<file path="src/rtl/frame_loader_if.sv">
// Stream-in and port-A write bundle for frame_loader.
// master: byte source / RAM side observer; slave: the loader itself.
interface frame_loader_if #(
  parameter int unsigned ADDR_W = 12
);
  logic              start_frame;
  logic [7:0]        data_in;
  logic              data_valid;
  logic              data_ready;
  logic              wr_en;
  logic [ADDR_W-1:0] wr_addr;
  logic [7:0]        wr_data;
  logic              busy;
  logic              frame_done;
  logic              frame_abort;

  modport master (
    output start_frame, data_in, data_valid,
    input  data_ready, wr_en, wr_addr, wr_data, busy, frame_done, frame_abort
  );

  modport slave (
    input  start_frame, data_in, data_valid,
    output data_ready, wr_en, wr_addr, wr_data, busy, frame_done, frame_abort
  );
endinterface

</file>
<file path="src/rtl/frame_loader.sv">
// Loads one row-major byte stream into framebuffer port A with subpanel/colour/row/column packing.
// Optional idle-timeout abort enabled by defining FRAME_LOADER_TIMEOUT_EN.
module frame_loader #(
  parameter int unsigned PIXEL_WIDTH      = 64,
  parameter int unsigned PIXEL_HEIGHT     = 32,
  parameter int unsigned PIXEL_HALFHEIGHT = 16,
  parameter int unsigned BYTES_PER_PIXEL  = 2,
  parameter int unsigned TIMEOUT_CYCLES   = 1024
) (
  input logic          clk,
  input logic          reset,
  frame_loader_if.slave bus
);

  localparam int unsigned NUM_SUB = PIXEL_HEIGHT / PIXEL_HALFHEIGHT;
  localparam int unsigned SP_W    = $clog2(NUM_SUB);
  localparam int unsigned BI_W    = $clog2(BYTES_PER_PIXEL);
  localparam int unsigned RL_W    = $clog2(PIXEL_HALFHEIGHT);
  localparam int unsigned COL_W   = $clog2(PIXEL_WIDTH);
  localparam int unsigned ADDR_W  = SP_W + BI_W + RL_W + COL_W;
  // Zero-width fields still need a 1-bit counter; it simply never leaves 0
  localparam int unsigned SP_CW   = (SP_W  == 0) ? 1 : SP_W;
  localparam int unsigned BI_CW   = (BI_W  == 0) ? 1 : BI_W;
  localparam int unsigned RL_CW   = (RL_W  == 0) ? 1 : RL_W;
  localparam int unsigned COL_CW  = (COL_W == 0) ? 1 : COL_W;

  if ((PIXEL_HEIGHT % PIXEL_HALFHEIGHT) != 0 || TIMEOUT_CYCLES == 0) begin : g_bad_cfg
    $error("frame_loader: invalid parameter combination");
  end

  typedef enum logic [1:0] {S_IDLE, S_LOAD, S_DONE} state_t;

  state_t              r_state,   w_state_nxt;
  logic [SP_CW-1:0]    r_sp,      w_sp_nxt;
  logic [BI_CW-1:0]    r_bi,      w_bi_nxt;
  logic [RL_CW-1:0]    r_rl,      w_rl_nxt;
  logic [COL_CW-1:0]   r_col,     w_col_nxt;
  logic                r_ready,   w_ready_nxt;
  logic                r_wr_en,   w_wr_en_nxt;
  logic [ADDR_W-1:0]   r_wr_addr, w_wr_addr_nxt;
  logic [7:0]          r_wr_data, w_wr_data_nxt;
  logic                r_busy,    w_busy_nxt;
  logic                r_done,    w_done_nxt;
  logic                w_accept;
  logic                w_last;
  logic [ADDR_W-1:0]   w_addr;

`ifdef FRAME_LOADER_TIMEOUT_EN
  localparam int unsigned TO_W = (TIMEOUT_CYCLES > 1) ? $clog2(TIMEOUT_CYCLES) : 1;
  logic [TO_W-1:0]     r_idle,    w_idle_nxt;
  logic                r_abort,   w_abort_nxt;
`endif

  assign w_accept = bus.data_valid & r_ready;
  assign w_last   = (r_bi  == BI_CW'(BYTES_PER_PIXEL - 1))
                  & (r_col == COL_CW'(PIXEL_WIDTH - 1))
                  & (r_rl  == RL_CW'(PIXEL_HALFHEIGHT - 1))
                  & (r_sp  == SP_CW'(NUM_SUB - 1));
  assign w_addr   = (ADDR_W'(r_sp) << (BI_W + RL_W + COL_W))
                  | (ADDR_W'(r_bi) << (RL_W + COL_W))
                  | (ADDR_W'(r_rl) << COL_W)
                  |  ADDR_W'(r_col);

  // Next-state, counter advance and registered-output values
  always_comb begin
    w_state_nxt   = r_state;
    w_sp_nxt      = r_sp;
    w_bi_nxt      = r_bi;
    w_rl_nxt      = r_rl;
    w_col_nxt     = r_col;
    w_ready_nxt   = r_ready;
    w_wr_en_nxt   = 1'b0;
    w_wr_addr_nxt = r_wr_addr;
    w_wr_data_nxt = r_wr_data;
    w_busy_nxt    = r_busy;
    w_done_nxt    = 1'b0;
`ifdef FRAME_LOADER_TIMEOUT_EN
    w_idle_nxt    = r_idle;
    w_abort_nxt   = 1'b0;
`endif
    unique case (r_state)
      S_IDLE: begin
        if (bus.start_frame) begin
          w_state_nxt = S_LOAD;
          w_sp_nxt    = '0;
          w_bi_nxt    = '0;
          w_rl_nxt    = '0;
          w_col_nxt   = '0;
          w_ready_nxt = 1'b1;
          w_busy_nxt  = 1'b1;
`ifdef FRAME_LOADER_TIMEOUT_EN
          w_idle_nxt  = '0;
`endif
        end
      end
      S_LOAD: begin
        if (bus.start_frame) begin
          // Restart: a byte accepted in this same cycle is dropped
          w_sp_nxt  = '0;
          w_bi_nxt  = '0;
          w_rl_nxt  = '0;
          w_col_nxt = '0;
`ifdef FRAME_LOADER_TIMEOUT_EN
          w_idle_nxt = '0;
`endif
        end else if (w_accept) begin
          w_wr_en_nxt   = 1'b1;
          w_wr_addr_nxt = w_addr;
          w_wr_data_nxt = bus.data_in;
`ifdef FRAME_LOADER_TIMEOUT_EN
          w_idle_nxt    = '0;
`endif
          if (r_bi == BI_CW'(BYTES_PER_PIXEL - 1)) begin
            w_bi_nxt = '0;
            if (r_col == COL_CW'(PIXEL_WIDTH - 1)) begin
              w_col_nxt = '0;
              if (r_rl == RL_CW'(PIXEL_HALFHEIGHT - 1)) begin
                w_rl_nxt = '0;
                w_sp_nxt = r_sp + SP_CW'(1);
              end else begin
                w_rl_nxt = r_rl + RL_CW'(1);
              end
            end else begin
              w_col_nxt = r_col + COL_CW'(1);
            end
          end else begin
            w_bi_nxt = r_bi + BI_CW'(1);
          end
          if (w_last) begin
            w_state_nxt = S_DONE;
            w_ready_nxt = 1'b0;
          end
        end else begin
`ifdef FRAME_LOADER_TIMEOUT_EN
          if (r_idle == TO_W'(TIMEOUT_CYCLES - 1)) begin
            w_state_nxt = S_IDLE;
            w_ready_nxt = 1'b0;
            w_busy_nxt  = 1'b0;
            w_abort_nxt = 1'b1;
            w_idle_nxt  = '0;
            w_sp_nxt    = '0;
            w_bi_nxt    = '0;
            w_rl_nxt    = '0;
            w_col_nxt   = '0;
          end else begin
            w_idle_nxt = r_idle + TO_W'(1);
          end
`endif
        end
      end
      S_DONE: begin
        w_state_nxt = S_IDLE;
        w_busy_nxt  = 1'b0;
        w_done_nxt  = 1'b1;
      end
      default: w_state_nxt = S_IDLE;
    endcase
  end

  always_ff @(posedge clk) begin
    if (reset) begin
      r_state   <= S_IDLE;
      r_sp      <= '0;
      r_bi      <= '0;
      r_rl      <= '0;
      r_col     <= '0;
      r_ready   <= 1'b0;
      r_wr_en   <= 1'b0;
      r_wr_addr <= '0;
      r_wr_data <= '0;
      r_busy    <= 1'b0;
      r_done    <= 1'b0;
`ifdef FRAME_LOADER_TIMEOUT_EN
      r_idle    <= '0;
      r_abort   <= 1'b0;
`endif
    end else begin
      r_state   <= w_state_nxt;
      r_sp      <= w_sp_nxt;
      r_bi      <= w_bi_nxt;
      r_rl      <= w_rl_nxt;
      r_col     <= w_col_nxt;
      r_ready   <= w_ready_nxt;
      r_wr_en   <= w_wr_en_nxt;
      r_wr_addr <= w_wr_addr_nxt;
      r_wr_data <= w_wr_data_nxt;
      r_busy    <= w_busy_nxt;
      r_done    <= w_done_nxt;
`ifdef FRAME_LOADER_TIMEOUT_EN
      r_idle    <= w_idle_nxt;
      r_abort   <= w_abort_nxt;
`endif
    end
  end

  assign bus.data_ready = r_ready;
  assign bus.wr_en      = r_wr_en;
  assign bus.wr_addr    = r_wr_addr;
  assign bus.wr_data    = r_wr_data;
  assign bus.busy       = r_busy;
  assign bus.frame_done = r_done;
`ifdef FRAME_LOADER_TIMEOUT_EN
  assign bus.frame_abort = r_abort;
`else
  assign bus.frame_abort = 1'b0;
`endif

endmodule
</file>
<file path="src/flat_wrapper.sv">
// flat-port wrapper written by rule: the top's interface ports become plain ports
module frame_loader_flat 
#(
  parameter int unsigned PIXEL_WIDTH      = 64,
  parameter int unsigned PIXEL_HEIGHT     = 32,
  parameter int unsigned PIXEL_HALFHEIGHT = 16,
  parameter int unsigned BYTES_PER_PIXEL  = 2,
  parameter int unsigned TIMEOUT_CYCLES   = 1024
)
  (clk, reset, bus_start_frame, bus_data_in, bus_data_valid, bus_data_ready, bus_wr_en, bus_wr_addr, bus_wr_data, bus_busy, bus_frame_done, bus_frame_abort);
  frame_loader_if bus_i ();
  input logic clk;
  input logic reset;
  input wire logic [$bits(bus_i.start_frame)-1:0] bus_start_frame;
  input wire logic [$bits(bus_i.data_in)-1:0] bus_data_in;
  input wire logic [$bits(bus_i.data_valid)-1:0] bus_data_valid;
  output wire logic [$bits(bus_i.data_ready)-1:0] bus_data_ready;
  output wire logic [$bits(bus_i.wr_en)-1:0] bus_wr_en;
  output wire logic [$bits(bus_i.wr_addr)-1:0] bus_wr_addr;
  output wire logic [$bits(bus_i.wr_data)-1:0] bus_wr_data;
  output wire logic [$bits(bus_i.busy)-1:0] bus_busy;
  output wire logic [$bits(bus_i.frame_done)-1:0] bus_frame_done;
  output wire logic [$bits(bus_i.frame_abort)-1:0] bus_frame_abort;
  assign bus_i.start_frame = bus_start_frame;
  assign bus_i.data_in = bus_data_in;
  assign bus_i.data_valid = bus_data_valid;
  assign bus_data_ready = bus_i.data_ready;
  assign bus_wr_en = bus_i.wr_en;
  assign bus_wr_addr = bus_i.wr_addr;
  assign bus_wr_data = bus_i.wr_data;
  assign bus_busy = bus_i.busy;
  assign bus_frame_done = bus_i.frame_done;
  assign bus_frame_abort = bus_i.frame_abort;
  frame_loader #(.PIXEL_WIDTH(PIXEL_WIDTH), .PIXEL_HEIGHT(PIXEL_HEIGHT), .PIXEL_HALFHEIGHT(PIXEL_HALFHEIGHT), .BYTES_PER_PIXEL(BYTES_PER_PIXEL), .TIMEOUT_CYCLES(TIMEOUT_CYCLES)) u_core (.clk(clk), .reset(reset), .bus(bus_i));
endmodule
</file>
<file path="config.mk">
export PLATFORM = sky130hd
export DESIGN_NAME = frame_loader_flat
export DESIGN_NICKNAME = d
export VERILOG_FILES = /design/src/rtl/frame_loader_if.sv /design/src/rtl/frame_loader.sv /design/src/flat_wrapper.sv
export SDC_FILE = /design/constraint.sdc
export NUM_CORES = 1
export LEC_CHECK = 0
export ABC_AREA = 1
export BUFFER_PORTS_ARGS = -buffer_cell sky130_fd_sc_hd__buf_4
export CORE_ASPECT_RATIO = 1.25
export CORE_MARGIN = 2
export CORE_UTILIZATION = 50
export CTS_CLUSTER_SIZE = 24
export DETAILED_ROUTE_END_ITERATION = 10
export GPL_ROUTABILITY_DRIVEN = 0
export PLACE_DENSITY = 0.8
export SYNTH_ARGS = -nofsm -noshare
export SYNTH_HDL_FRONTEND = slang
export SYNTH_SLANG_ARGS = --single-unit
</file>
<file path="constraint.sdc">
create_clock -name clk -period 1.4 [get_ports clk]
set_input_delay 0.14 -clock clk [delete_from_list [all_inputs] [get_ports clk]]
set_output_delay 0.14 -clock clk [all_outputs]
set_load 0.03 [all_outputs]
</file>
# After elaboration in Yosys (flattened, before gate mapping)
# Cells that the tools add are included.
[op_classes]
reduce_logical = 12
muxes = 37
addsub = 4
n_eq_ne = 12
bitwise_logic = 9
[ops]
columns = ["op", "n"]
rows = [
  ["two-way mux 6 bit", 5],
  ["two-way mux 4 bit", 6],
  ["two-way mux 1 bit", 15],
  ["!= test 3 x 2 -> 1 bit (second input constant)", 4],
  ["bitwise OR 12 x 10 -> 12 bit", 1],
  ["bitwise OR 12 x 11 -> 12 bit", 1],
  ["bitwise OR 12 x 6 -> 12 bit", 1],
  ["one-hot mux 6 bit (2 select lines)", 1],
  ["AND reduction 5 bit", 2],
  ["two-way mux 2 bit", 4],
  ["one-hot mux 1 bit (2 select lines)", 4],
  ["one-hot mux 4 bit (2 select lines)", 1],
  ["AND reduction 4 bit", 2],
  ["adder 6 x 1 -> 6 bit (second input constant)", 1],
  ["== test 6 bit (second input constant)", 1],
  ["AND reduction 3 bit", 2],
  ["AND reduction 6 bit", 1],
  ["adder 4 x 1 -> 4 bit (second input constant)", 1],
  ["bitwise AND 1 bit", 4],
  ["== test 4 bit (second input constant)", 1],
  ["!= test 2 x 1 -> 1 bit (second input constant)", 2],
  ["!= test 2 bit (second input constant)", 2],
  ["one-hot mux 2 bit (2 select lines)", 1],
  ["nonzero test 2 bit", 2],
  ["other kinds (7)", 9],
]
[totals]
word_cells = 85
regBits = 38
in_bits = 12
output_inout_bits = 25

# Logic depth before layout (Yosys ltp)
# Gate-level depths: netlist of run 1.
[logic_depth]
word_depth = 8
depth_mapped = 9
depth_no_buf = 9

# Worst setup path after synthesis of run 1
# OpenSTA, ideal clock, no wires.
[synth_timing]
path_type = "register -> register"
startpoint = "register u_core.r_ready, in the netlist u_core.bus.data_ready"
endpoint = "register u_core.r_wr_addr[6], in the netlist u_core.bus.wr_addr[6]"
setup_time_ps = 116
t_arrival_ps = 1318
path_stages_with_launch = 9
path_buffers = 1
required_ps = 1284
synth_period_minus_slack_ps = 1435
path_slack_ps = -35
path_cell_list = "dfxtp_1 > nand2_1 > inv_1 > nand2_2 > nor2_2 > buf_2 > nand2_1 > o211ai_1 > inv_1"
[synth_between]
elab_chain_cells = 2
[synth_rtl]
columns = ["item", "line", "source"]
rows = [
  ["start, declared", "frame_loader.sv:38", "logic r_ready, w_ready_nxt;"],
  ["start signal, assigned", "frame_loader.sv:183", "r_ready <= w_ready_nxt;"],
  ["bitwise AND 1 bit", "frame_loader.sv:54", "assign w_accept = bus.data_valid & r_ready;"],
  ["AND reduction 3 bit (no line)", "--", ""],
  ["end signal, assigned", "frame_loader.sv:185", "r_wr_addr <= w_wr_addr_nxt;"],
  ["end, declared", "frame_loader.sv:40", "logic [ADDR_W-1:0] r_wr_addr, w_wr_addr_nxt;"],
]
# Every way passes these cells.
# A chain may end at the register's enable or synchronous reset.

# Worst setup path after layout of run 1
[layout_timing]
startpoint = "register u_core.r_state[0]"
endpoint = "register u_core.r_col[4]"
[layout_between]
elab_chain_cells = 3
word_cells_on_any_way = 8
classes_between = "4 x eq/ne; 1 x mux; 3 x reduce/logical"
[layout_rtl]
columns = ["item", "line", "source"]
rows = [
  ["start, declared", "frame_loader.sv:33", "state_t r_state, w_state_nxt;"],
  ["start signal, assigned", "frame_loader.sv:178", "r_state <= w_state_nxt;"],
  ["== test 2 x 1 -> 1 bit or logical NOT 2 bit (tied branches)", "frame_loader.sv:81", "unique case (r_state)"],
  ["!= test 3 x 2 -> 1 bit (no line) (tied with other cells)", "--", ""],
  ["AND reduction 4 bit (no line)", "--", ""],
  ["end signal, assigned", "frame_loader.sv:182", "r_col <= w_col_nxt;"],
  ["end, declared", "frame_loader.sv:37", "logic [COL_CW-1:0] r_col, w_col_nxt;"],
]
# Several ways; a longest one is shown, not always the timed one.

==> impl_metrics.yaml, run 1 <==
yosys:
  synth_cell_types: 23
  yosysMostFrequentCell: "nand2_1"
  ys_warn_count: 0
  yosys.area.top_type: "dfxtp_1"
  synthTopCellsByArea: "dfxtp_1 (46%), nand2_1 (12%), inv_1 (11%), o211ai_1 (5.0%), o21ai_0 (4.2%)"
  async_reset_ff_share_pct: 0
  synth_flop_cell: "dfxtp_1"
  syn_area_um2: 1660
  syn_nets: 249
  synthTopCellsByCount: "nand2_1 (53), inv_1 (47), dfxtp_1 (38)"
  synthCells: 235
  ys_ff_latch: 38
  ys_seq_area_share_pct: 45.8
  synth_top_area_share_pct: 45.8
  avgSynthCellArea_um2: 7.07
  synth_enable_flop_cells: 0
route:
  drtAntennaViolNets: 0
  first_pass_iters: 4
  wire_per_inst_um: 11.7
  viasPerCell: 5.07
  drt_iter0_drc: 38
  drc: 0
  wl_mm: 3.72
  num_vias: 1611
final_layout:
  area_growth_pct: 31.5
  multi_input_area_um2: 731
  num_antenna_cells: 0
  layout.nets: 294
  nFillCells: 282
  layout-drive-gt1-share_pct: 26.0
  seqCellArea_um2: 767
  finalNonFillerCells: 318
floorplan:
  pin_count: 37
  die_w_um: 55.6
  core-area_um2: 3190
  die-area_um2: 3800
  floorplan.initialDensity_pct: 52.0
  fp-row-count: 23
  die_y_um: 68.5
timing:
  finalSetupViolations: 0
  hold_viol: 0
  skew_ns: 0.00805
  grt_setup_unrepaired: "true"
  drv_slew: 0
  period_minus_slack_ns: 1.31
  fmax_mhz: 761
  timing.final.crit_share_pct: 93.8
setup_path:
  path_class: "reg -> reg"
  reg2regPathDepth: 8
  cp_cell_sequence: "inv_2 -> nor2_4 -> nand2_4 -> a21oi_4 -> buf_4 -> nor2_1 -> nor2_1 -> nor2_1"
  rrSetupSlack_ns: 0.09
  r2r-end: "u_core.r_col[4]"
  cp_slowest_cell: "dfxtp_2"
  critPathLaunch: "u_core.r_state[0]"
  crit_required_ns: 1.59
  crit_top_cell: "nor2_1"
  worstPathArrival_ns: 1.50
  worst_setup_path_end_kind: "flop"
  reg2reg_from: "u_core.r_state[0]"
  crit_fanout: 8
  critPathLaunchType: "flop"
  slowest_delay_ns: 0.36
clock_network:
  cts.sinks: 38
  cts_made_buffers: 5
  cts_setup_buffers: 0
  clk_pin_slew_ns: 0.07
  cts_buffer_depth: 2
  htree_levels: 2
  insertion_delay_ns: 0.29
  cts_tree: "yes"
  cts_root_buffer: "clkbuf_8"
  postCtsHoldBufs: 0
global_route:
  grt-ovfl-total: 0
  antenna_found_initial: 0
  grt_pass1_wl_mm: 6.02
  grt_max_degree: 32
  grtUsageTotal_pct: 20.3
  grt_pass1_vias: 1413
min_path:
  min_to: "u_core.r_state[0]"
  worstHoldStart: "reset"
  whs_path_depth: 2
  hp-class: "in -> reg"
place:
  dp_hpwl_mm: 2.62
  io_buffer_count: 35
  place_inst: 310
run:
  maxCapViolCount: 0
power:
  ir_worst_vdd_mv: 0.758
  power_density_nw_per_um2: 992
  p_leak_nw: 1.12
  power.total_mw: 2.17
run_status:
  outcome: "complete, no violations"
## per-stage QoR
step	hold slack [ns]	util, %	TNS (ns)	setup slack [ns]	area, um2
after floorplan	0.297	-	0	0.0931	1660
after global placement	0.396	63.4	-0.0121	-0.0121	2030
after detailed placement	0.409	63.4	-0.0406	-0.0251	2030
after CTS	0.0990	66.8	0	0.0218	2130
after global routing	0.103	68.4	-0.0405	-0.0152	2180
final	0.106	68.4	0	0.0868	2180
## cells by family (layout without fill, tap and decap cells)
group	after synthesis	after routing	share of synthesized area, %
AO/OA/AOI/OAI	42	42	15.1
flip-flops	38	38	45.8
AND/OR/NAND/NOR	93	93	23.4
buffers and inverters	59	105	14.0
adder cells (fa/ha/maj)	2	2	1.51
other	1	1	0.226
## worst max-delay path by stage
stage / end / slack (ns) / cells past startpoint
3_3_place_gp: u_core.r_rl[1] / -0.01 / 8
4_1_cts: u_core.r_col[2] / 0.02 / 9
6_report: u_core.r_col[4] / 0.09 / 8
2_1_floorplan: u_core.bus.wr_addr[6] / 0.09 / 8
3_5_place_dp: u_core.r_rl[1] / -0.03 / 8
5_1_grt: u_core.bus.wr_addr[4] / -0.02 / 8
## placed cells by master (no fill, tap or decap), drive strengths merged
cell	Yosys	final
a211oi	2	2
dfxtp	38	38
ha	2	2
o211ai	11	11
clkinv	0	1
conb	1	1
nand4	4	4
nand2	54	54
a22oi	1	1
buf	5	46
nor2	19	19
inv	51	51
a21oi	9	9
o21ai	18	18
nor3	4	4
a31oi	1	1
clkbuf	3	7
nand3	12	12
## registers in the layout, summed over array words and instances (netlist names)
signal	flops
u_core.bus.wr_data	8
u_core.r_bi	1
u_core.bus.data_ready	1
u_core.bus.wr_en	1
u_core.r_rl	4
u_core.r_state	2
u_core.r_col	6
u_core.bus.wr_addr	12
u_core.bus.busy	1
u_core.bus.frame_done	1
u_core.r_sp	1
## per-layer routing
metal / global-route usage (%) / up-vias / wire (um)
met3: 4.35 / 9 / 157
met4: 10.7 / 0 / 80
met5: 0 / - / 0
met1: 25.0 / 730 / 1670
li1: - / 827 / -
met2: 33.8 / 45 / 1810
## where the power goes
part	switching [mW]	leakage (nW)	total (mW)	internal, mW
clock network	0.368	0.0482	0.765	0.397
logic	0.162	0.757	0.269	0.107
registers	0.0202	0.310	1.13	1.11
total	0.550	1.12	2.17	1.62
## final cells by class
cell class              count  share of cell area (%)
flip-flops and latches     38                    35.1
inverters                  51                    8.76
clock inverters             1                   0.229
clock buffers               7                    3.95
multi-input cells         138                    33.4
repair buffers             46                    16.4
well taps                  37                    2.12
## critical path: cells and delay by family (launching register included)
family	cells	cell delay (ns)
buf+inv	2	0.24
simple gates	5	0.39
flops	1	0.36
compound gates	1	0.22
## repair_timing
| item | CTS | global route |
|---|---|---|
| pin swaps | 0 | 2 |
| resized for setup | 4 | 20 |
| setup endpoints to repair | 9 | 31 |
Note: power is estimated with default switching activity, not from simulation.
==> run 2, diff against run 1 <==
- CORE_UTILIZATION: 50 -> 47
- PLACE_DENSITY: 0.8 -> 0.79
- clock period: 1.4 -> 1.07 ns (I/O delays scaled with it)
==> impl_metrics.yaml, run 2 (synthesis gave the netlist of run 1 again) <==
power:
  ir_worst_vdd_mv: 1.05
  p_leak_nw: 1.35
  internal-power_mw: 2.22
  power.total_mw: 3.10
  swShare_pct: 28.4
  p_clk_share_pct: 34.0
  comb_power_share_pct: 18.0
  power_density_nw_per_um2: 1140
  seqPwrFrac_pct: 48.0
  p_switching_uw: 878
clock_network:
  cts_tree: "yes"
  cts.sinks: 38
  cts_root_buffer: "clkbuf_8"
  htree_levels: 2
  clk_pin_slew_ns: 0.08
  insertion_delay_ns: 0.31
  postCtsHoldBufs: 0
  cts_made_buffers: 5
  cts_buffer_depth: 2
global_route:
  grt_pass1_vias: 1708
  grt-ovfl-total: 0
  grtUsageTotal_pct: 25.4
  antenna_found_initial: 0
  grt_max_degree: 23
  grt_pass1_wl_mm: 7.81
floorplan:
  floorplan.initialDensity_pct: 48.5
  fp-row-count: 24
  die_y_um: 70.5
  die-area_um2: 4030
  core-area_um2: 3420
  die_w_um: 57.2
  pin_count: 37
final_layout:
  area_growth_pct: 64.0
  final_common_cell: "buf_4"
  layout-drive-gt1-share_pct: 49.8
  seqCellArea_um2: 772
  multi_input_area_um2: 947
  largest_register_ffs: 12
  num_antenna_cells: 0
  final_util_pct: 79.6
  nFillCells: 213
  layout.nets: 326
  final_cell_mix: "buf_4 (69), inv_1 (42), nand2_1 (32)"
timing:
  finalSetupViolations: 36
  skew_ns: 0.0124
  grt_setup_unrepaired: "true"
  setup_slack_ns: -0.388
  fmax_mhz: 686
  period_minus_slack_ns: 1.46
  timing.final.crit_share_pct: 136
  hold_viol: 0
  fin_setup_tns_ns: -9.20
  drv_slew: 0
route:
  drt_iter0_drc: 97
  wire_per_inst_um: 16.3
  first_pass_iters: 5
  wl_mm: 5.73
  drc: 0
  num_vias: 1890
  viasPerCell: 5.37
  drtAntennaViolNets: 0
setup_path:
  crit_buf_inv: 4
  critPathLaunchType: "flop"
  rrSetupSlack_ns: -0.39
  cp_cell_sequence: "inv_2 -> nor2_4 -> nand2_4 -> nor2_4 -> inv_4 -> o21ai_1 -> inv_1 -> o21ai_1 -> inv_1"
  crit_required_ns: 1.27
  worst_setup_path_end_kind: "flop"
  crit_family: "simple AND/OR/NAND/NOR gates"
  path_class: "reg -> reg"
  worstPathArrival_ns: 1.66
  slowest_delay_ns: 0.36
  crit_fanout: 8
  cp_slowest_cell: "dfxtp_2"
min_path:
  hp-class: "in -> reg"
run_status:
  outcome: "finished, violations left"
  violations: "negative setup slack"
place:
  io_buffer_count: 35
  dp_hpwl_mm: 2.95
run:
  maxCapViolCount: 0
run 2: changes by cell type in the layout (fill, tap and decap cells not counted), moves of 5 or more:
cell / previous run / this run
o21ai_0: 8 / 2
buf_6: 0 / 5
nand3_1: 12 / 6
buf_4: 45 / 69
a21oi_1: 8 / 3
inv_1: 47 / 42
nand2_1: 50 / 32
nand2_2: 2 / 16
o21ai_2: 0 / 7
run 2: per-layer routing:
| metal | part of all wire (%) | vias to the layer above | wire length (um) | GRT usage [%] |
|---|---|---|---|---|
| li1 | - | 889 | - | - |
| met1 | 38 | 892 | 2180 | 29.8 |
| met2 | 52 | 86 | 2970 | 42.7 |
| met3 | 5.6 | 23 | 319 | 5.19 |
| met5 | 0 | - | 0 | 0 |
| met4 | 4.6 | 0 | 266 | 13.7 |
run 2: worst paths after layout:
| check | from | end | cells after the start |
|---|---|---|---|
| max | u_core.r_state[0] | u_core.bus.wr_data[2] | 9 |
| min | reset | u_core.r_state[0] | 2 |
| max reg2reg | u_core.r_state[0] | u_core.bus.wr_data[2] | 9 |
| min reg2reg | u_core.bus.wr_data[4] | u_core.bus.wr_data[4] | 2 |
run 2: layout make-up:
cell class / instances / area share (%)
Sequential cell: 38 / 28.3
Multi-Input combinational cell: 138 / 34.8
Inverter: 51 / 7.30
Clock buffer: 7 / 3.17
Tap cell: 39 / 1.79
Timing Repair Buffer: 78 / 24.5
Clock inverter: 1 / 0.184
run 2: per-stage QoR:
stage,cell area (um2),instances,hold WS [ns],setup slack (ns)
floorplan,1710,235,0.259,-0.110
global placement,2240,334,0.366,-0.214
detailed placement,2240,334,0.366,-0.255
CTS,2560,351,0.0627,-0.241
global route,2730,352,0.0770,-0.452
finish,2730,352,0.0716,-0.388
run 2: power groups by stage:
| stage | sequential, mW | combinational [mW] | clock, mW |
|---|---|---|---|
| after global routing | 1.49 | 0.591 | 1.11 |
| after global placement | 1.51 | 0.392 | 0 |
| after floorplan | 1.55 | 0.177 | 0 |
| after CTS | 1.48 | 0.473 | 1.06 |
| after detailed placement | 1.51 | 0.398 | 0 |
| final | 1.49 | 0.556 | 1.05 |
run 2: what timing repair did:
action	4_1_cts	5_1_grt
resized for setup	41	41
pin swaps	11	19
gates cloned	1	1
buffers inserted	8	3
hold endpoints to repair	0	0
setup endpoints to repair	36	37
run 2: worst reg2reg max path, delay by kind of cell (launching register included):
kind	cells	cell delay (ns)
flops	1	0.36
buf+inv	4	0.28
compound gates	2	0.28
simple gates	3	0.44
